$ cat src/rtl/mux4_rr_pkg.sv
// Shared constants and FSM state type for the 4-way round-robin MUX select generator.
package mux4_rr_pkg;

  localparam int N_CH  = 4;
  localparam int SEL_W = 2;

  typedef enum logic {
    IDLE  = 1'b0,
    GRANT = 1'b1
  } state_t;

endpackage

$ cat src/rtl/rr_pick4.sv
// Rotating-priority picker: first set req bit scanning ptr, ptr+1, ... mod 4. Purely combinational.
// No backpressure; any=0 when no request is pending (idx is then 0).
module rr_pick4
  import mux4_rr_pkg::*;
(
  input  logic [N_CH-1:0]  req,
  input  logic [SEL_W-1:0] ptr,
  output logic [SEL_W-1:0] idx,
  output logic             any
);

  logic [SEL_W-1:0] pos;
  logic             found;

  always_comb begin
    idx   = '0;
    pos   = '0;
    found = 1'b0;
    any   = |req;
    for (int k = 0; k < N_CH; k++) begin
      // 2-bit arithmetic wraps naturally past source 3
      pos = ptr + SEL_W'(k);
      if (!found && req[pos]) begin
        idx   = pos;
        found = 1'b1;
      end
    end
  end

endmodule

$ cat src/rtl/mux4_rr_sel.sv
// Round-robin select for a 4:1 MUX: grant 1 cycle after request, c held for the whole grant, one idle cycle after release.
// Holder releases via done or by dropping req; MUX4_RR_SEL_TIMEOUT_EN adds forced release after TIMEOUT cycles.
module mux4_rr_sel
  import mux4_rr_pkg::*;
#(
  parameter int TIMEOUT = 15,
  parameter int CNT_W   = 4
) (
  input  logic             clk,
  input  logic             rst,
  input  logic [N_CH-1:0]  req,
  input  logic             done,
  output logic [SEL_W-1:0] c,
  output logic [N_CH-1:0]  gnt,
  output logic             busy,
  output logic             timeout
);

  if (TIMEOUT < 2 || TIMEOUT > (1 << CNT_W) - 1) begin : g_bad_timeout
    $error("TIMEOUT must lie in 2..2^CNT_W-1");
  end

  state_t           state, state_nxt;
  logic [SEL_W-1:0] ptr, ptr_nxt;
  logic [SEL_W-1:0] c_nxt;
  logic [N_CH-1:0]  gnt_nxt;
  logic [SEL_W-1:0] pick_idx;
  logic             pick_any;
  logic             rel_norm;
  logic             hold_expired;
  logic             release_now;

  rr_pick4 u_pick (
    .req (req),
    .ptr (ptr),
    .idx (pick_idx),
    .any (pick_any)
  );

  assign rel_norm    = done || !req[c];
  assign release_now = (state == GRANT) && (rel_norm || hold_expired);
  assign busy        = (state == GRANT);

`ifdef MUX4_RR_SEL_TIMEOUT_EN
  logic [CNT_W-1:0] cnt;

  assign hold_expired = (state == GRANT) && (cnt == CNT_W'(TIMEOUT - 1));

  // Counter sits at 0 throughout IDLE, so it is already clear on entry to GRANT
  always_ff @(posedge clk) begin
    if (rst) begin
      cnt     <= '0;
      timeout <= 1'b0;
    end else begin
      cnt     <= (state == GRANT && !release_now) ? cnt + CNT_W'(1) : '0;
      timeout <= release_now && !rel_norm;
    end
  end
`else
  assign hold_expired = 1'b0;
  assign timeout      = 1'b0;
`endif

  always_comb begin
    state_nxt = state;
    ptr_nxt   = ptr;
    c_nxt     = c;
    gnt_nxt   = gnt;
    case (state)
      IDLE: begin
        if (pick_any) begin
          c_nxt     = pick_idx;
          gnt_nxt   = N_CH'(1) << pick_idx;
          state_nxt = GRANT;
        end
      end
      GRANT: begin
        if (release_now) begin
          gnt_nxt   = '0;
          ptr_nxt   = c + SEL_W'(1);
          state_nxt = IDLE;
        end
      end
      default: state_nxt = IDLE;
    endcase
  end

  always_ff @(posedge clk) begin
    if (rst) begin
      state <= IDLE;
      ptr   <= '0;
      c     <= '0;
      gnt   <= '0;
    end else begin
      state <= state_nxt;
      ptr   <= ptr_nxt;
      c     <= c_nxt;
      gnt   <= gnt_nxt;
    end
  end

endmodule

$ cat config.mk
export PLATFORM = sky130hd
export DESIGN_NAME = mux4_rr_sel
export DESIGN_NICKNAME = d
export VERILOG_FILES = /design/src/rtl/mux4_rr_pkg.sv /design/src/rtl/rr_pick4.sv /design/src/rtl/mux4_rr_sel.sv
export SDC_FILE = /design/constraint.sdc
export NUM_CORES = 1
export LEC_CHECK = 0
export CORE_AREA = 4 4 41 43
export DETAILED_ROUTE_END_ITERATION = 10
export DIE_AREA = 0 0 45 47
export PLACE_DENSITY = 0.69
export SLEW_MARGIN = 20
export SYNTH_ARGS = -nofsm -noshare
export SYNTH_HDL_FRONTEND = slang
export SYNTH_HIERARCHICAL = 1
export SYNTH_SLANG_ARGS = --single-unit
$ cat constraint.sdc
create_clock -name clk -period 2.4 [get_ports clk]
set_input_delay 0.48 -clock clk [delete_from_list [all_inputs] [get_ports clk]]
set_output_delay 0.48 -clock clk [all_outputs]
set_load 0.03 [all_outputs]
## Word-level counts from Yosys, hierarchy flattened

Index checks and enable logic that the tools add are counted.

| storage, ports and cells | value |
|---|---|
| register bits | 9 |

| cells by class | value |
|---|---|
| reduce and logical (&&, ||, !) cells | 13 |
| muxes and demuxes | 23 |
| bitwise operators | 1 |
| order comparisons | 5 |
| equal/unequal tests | 2 |
| $add $sub $neg | 4 |
| shift-type cells | 1 |

Operators by type and width:

| operator | number |
|---|---|
| $lt 2x3->1 const B | 5 |
| $bmux 1 s2 | 5 |
| $mux 1 | 10 |
| $mux 2 | 4 |
| $mux 4 | 2 |
| $pmux 4 s2 | 1 |
| $reduce_and 2->1 | 3 |
| $add 2x1->2 const B | 2 |
| $add 2x2->2 const B | 2 |
| $logic_and 1x1->1 | 4 |
| $logic_not 1->1 | 4 |
| $reduce_or 4->1 | 1 |
| $shl 1x2->4 const A | 1 |
| $ne 2x1->1 const B | 1 |
| $ne 2x2->1 const B | 1 |
| $pmux 1 s2 | 1 |
| $logic_or 1x1->1 | 1 |
| $not 1->1 | 1 |

## Depth between registers and ports, before layout

| logic depth | value |
|---|---|
| word-level depth | 15 |
| depth in mapped cells | 6 |
| gate-level depth less buffers | 5 |

## Hierarchy

Netlist, hierarchy kept.

Modules (own cells, without submodules):

| module | times used | cells each | area each (µm²) |
|---|---|---|---|
| mux4_rr_sel | 1 | 48 | 445.4 |
| rr_pick4 | 1 | 15 | 77.6 |

## Least setup slack after synthesis

OpenSTA, ideal clock, no wires.

| timing path | value |
|---|---|
| path type | input to register |
| from | in req[1] |
| to | reg gnt[1] |
| arrival time | 1.591 ns |
| setup slack | 0.722 ns |
| cell stages on the path | 5 |
| setup time | 0.087 ns |
| required time | 2.313 ns |
| cells stage by stage | inv_1 -> a221o_1 -> a21oi_1 -> or4b_1 -> o31ai_1 |

| on the way | value |
|---|---|
| longest elaborated chain between the ends | 15 |
| elaborated cells between the ends (all ways) | 33 |
| those cells by class | eq/ne (2); shift (1); mux (19); reduce/logical (11) |

RTL lines:

| item | RTL line | RTL |
|---|---|---|
| start, declared | mux4_rr_sel.sv:11 | `input logic [N_CH-1:0] req,` |
| $bmux 1 s2 | rr_pick4.sv:23 | `if (!found && req[pos]) begin` |
| $mux 1 (implied by the code) | rr_pick4.sv:23 |  |
| $mux 1 | rr_pick4.sv:23 |  |
| $logic_not 1->1 | rr_pick4.sv:23 |  |
| $logic_and 1x1->1 | rr_pick4.sv:23 |  |
| $mux 1 | rr_pick4.sv:23 |  |
| $logic_not 1->1 | rr_pick4.sv:23 |  |
| $logic_and 1x1->1 | rr_pick4.sv:23 |  |
| $mux 1 | rr_pick4.sv:23 |  |
| $logic_not 1->1 | rr_pick4.sv:23 |  |
| $logic_and 1x1->1 | rr_pick4.sv:23 |  |
| $mux 2 (*) | rr_pick4.sv:23 |  |
| net pick_idx[0] | mux4_rr_sel.sv:27 | `logic [SEL_W-1:0] pick_idx;` |
| $shl 1x2->4 (*) | mux4_rr_sel.sv:73 | `gnt_nxt = N_CH'(1) << pick_idx;` |
| $mux 4 (*) | mux4_rr_sel.sv:71 | `if (pick_any) begin` |
| $pmux 4 s2 (*) | mux4_rr_sel.sv:69 | `case (state)` |
| end signal, assigned | mux4_rr_sel.sv:98 | `gnt <= gnt_nxt;` |
| end, declared | mux4_rr_sel.sv:14 | `output logic [N_CH-1:0] gnt,` |

Mark *: on every way through the listed nets, which the timed path passes. The rest lies on a longest branch. The select of a mux whose other input is x is not followed.
A chain may end at the register's enable or synchronous reset.

## Worst setup path after layout

Ends and elaborated chain as after synthesis.

==> run_results.csv <==
group,metric,value,unit
run_status,outcome,"completed",
setup_path,slowest_stage,"clkdlybuf4s50_1",
clock_tree,cts_hold_buffers,0,
logic_synthesis,syn_nets,70,
logic_synthesis,ys_seq_elements,9,
sta,rsz0062_at_grt,"no",
final_layout,utilization,53.2,%
final_layout,antenna_cells,0,
logic_synthesis,avgSynthCellArea,8.30,um2
clock_tree,cts-root-buf,"clkbuf_4",
routing,via_per_inst,5.23,
setup_path,crit_fanout,4,
grt,grt_pass1_wl,1920,um
logic_synthesis,synth.top_cell.area_share,34.4,%
grt,grt_max_degree,16,
routing,drt-total-wl,1120,um
final_layout,drive_above_1_share,11.5,%
sta,final_max_slew_viol_count,0,
placement,dp.cells,89,
floorplan,rows,13,
logic_synthesis,synth_area_leaders,"dfxtp_1 (34%), a21oi_1 (5.7%), mux2_4 (5.7%), nand2_1 (5.0%), o31ai_1 (4.3%)",
logic_synthesis,postSynthCellCount,63,
setup_path,end_kind,"flip-flop",
routing,ant_nets,0,
clock_tree,htreeDepth,1,
clock_tree,post_cts_buffers,0,
routing,drtIter0Drc,14,
logic_synthesis,synth_cell_types,29,
logic_synthesis,syn_area,523,um2
setup_path,cp.arrival,2.13,ns
final_layout,finalNetCount,86,
placement,placed_area,666,um2
sta,fmax,514,MHz
sta,fin_crit,1.94,ns
floorplan,core-area,1300,um2
grt,grt_overflow,0,
power_and_ir_drop,max-vdd-ir-drop,0.348,mV
clock_tree,clk_latency,0.27,ns
routing,drcViolationCount,0,
final_layout,nFillCells,124,
routing,vias,486,
routing,wl_per_cell,12.0,um
setup_path,cp.required,2.58,ns
setup_path,slowest_delay,0.53,ns
grt,grtUsageTotal,13.6,%
clock_tree,post_cts_resized,0,
clock_tree,cts_tree,"done",
clock_tree,clock_sinks,9,
final_layout,fin_cells,93,
sta,post-route-period-util,81.0,%
logic_synthesis,seq_area_frac_synth,34.4,%
floorplan,io_pins,15,
setup_path,critPathLaunchType,"input pin",
floorplan,die-area,2120,um2
flow_run,max-cap-violations,0,
sta,clock_skew,0.00113,ns
clock_tree,clockBufferDepth,2,
sta,hold_violations,0,
power_and_ir_drop,power_density,597,nW/um2
final_layout,final_cell_mix,"clkdlybuf4s50_1 (13), dfxtp_1 (9), nand2_1 (7)",
floorplan,start_util,40.2,%
placement,portBuffers,13,
logic_synthesis,synth_warnings,6,
routing,drt-pass1-iter-count,4,
placement,dp_hpwl,813,um
power_and_ir_drop,power,0.000413,W
floorplan,die_h,47,um
final_layout,finalInstanceArea,692,um2
sta,tns,0,ns
grt,grt_pass1_vias,443,
setup_path,crit_type,"in2reg",
final_layout,syn2layout_area_growth,32.3,%
logic_synthesis,synth_area_leader_cell,"dfxtp_1",
clock_tree,cts_buffers,3,
sta,finalSetupViolations,0,
floorplan,die_w,45,um
final_layout,layout_commonest_cell,"clkdlybuf4s50_1",
clock_tree,clkTransAtPathRegs,0.06,ns
placement,gp_congestion,0.677,
grt,antenna_found_initial,0,
min_path,hold_path.class,"reg2reg",
setup_path,crit_chain,"clkdlybuf4s50_1, inv_1, a221o_1, a21oi_1, or4b_1, o31ai_1",
power_and_ir_drop,leakage,0.263,nW
## layout make-up
cell class	instances	area [um2]	area share (%)
tap	15	18.8	2.71
multi-input combinational	45	303	43.8
clock buffer	4	26.3	3.80
timing repair buffer	15	145	21.0
inverter	5	18.8	2.71
sequential	9	180	26.0
## routing by layer
layer	GRT usage (%)	part of all wire, %	up-vias
li1	-	-	251
met1	14.5	44	217
met2	20.6	47	14
met3	7.66	6.9	4
met4	8.77	2.1	0
met5	0	0	-
## cells in the mapped netlist
cell type / number
nand2b_1: 2
mux2i_1: 2
o221a_4: 1
nor3_1: 2
conb_1: 1
nor2_1: 4
inv_1: 4
xnor2_1: 1
or4_1: 1
nand3_1: 1
o2bb2ai_1: 1
mux2_4: 2
dfxtp_1: 9
or4b_1: 1
a21oi_1: 6
buf_2: 2
o31ai_1: 3
clkbuf_1: 1
o221ai_1: 1
nor2b_1: 3
inv_2: 1
nand2_1: 7
a221o_1: 1
or2b_1: 1
nand4b_1: 1
or2_1: 1
o21ai_0: 1
nand3b_1: 1
buf_4: 1
## stage by stage
step,hold WS (ns),worst slack (ns)
6_report,0.459,0.455
5_1_grt,0.480,0.329
4_1_cts,0.462,0.448
3_5_place_dp,0.453,0.174
3_3_place_gp,0.444,0.173
2_1_floorplan,0.580,0.722
## state kept, by name, summed over array words and instances (netlist names)
register  count
ptr           2
c             2
gnt           4
busy          1
## worst max-delay path, delay by kind of cell
kind                   cells  cell delay, ns
AO/OA/AOI/OAI              3            0.61
AND/OR/NAND/NOR            1            0.45
buffers and inverters      2            0.60
## worst paths after layout
kind | cells past startpoint | start | to | slack (ns)
setup / recovery | 6 | req[1] | gnt[1] | 0.46
hold / removal | 2 | gnt[1] | gnt[1] | 0.46
hold reg to reg | 2 | gnt[1] | gnt[1] | 0.46
setup reg to reg | 5 | ptr[0] | gnt[1] | 0.87
## power breakdown
part	switching (W)	leakage [nW]	internal (W)
sequential	0.0000118	0.0738	0.000162
combinational	0.0000617	0.174	0.0000576
clock	0.0000558	0.0150	0.0000643
## kinds of logic (layout without fill, tap and decap cells)
| group | Yosys count | count (layout) | share of synthesized area [%] |
|---|---|---|---|
| AOI/OAI and AO/OA | 14 | 14 | 20.1 |
| xor gates and xnor gates | 1 | 1 | 1.67 |
| buffers and inverters | 9 | 24 | 7.65 |
| DFF | 9 | 9 | 34.4 |
| muxes | 4 | 4 | 9.57 |
| other | 1 | 1 | 0.717 |
| and+or+nand+nor | 25 | 25 | 25.8 |
Power figures use the tool's default switching activity.
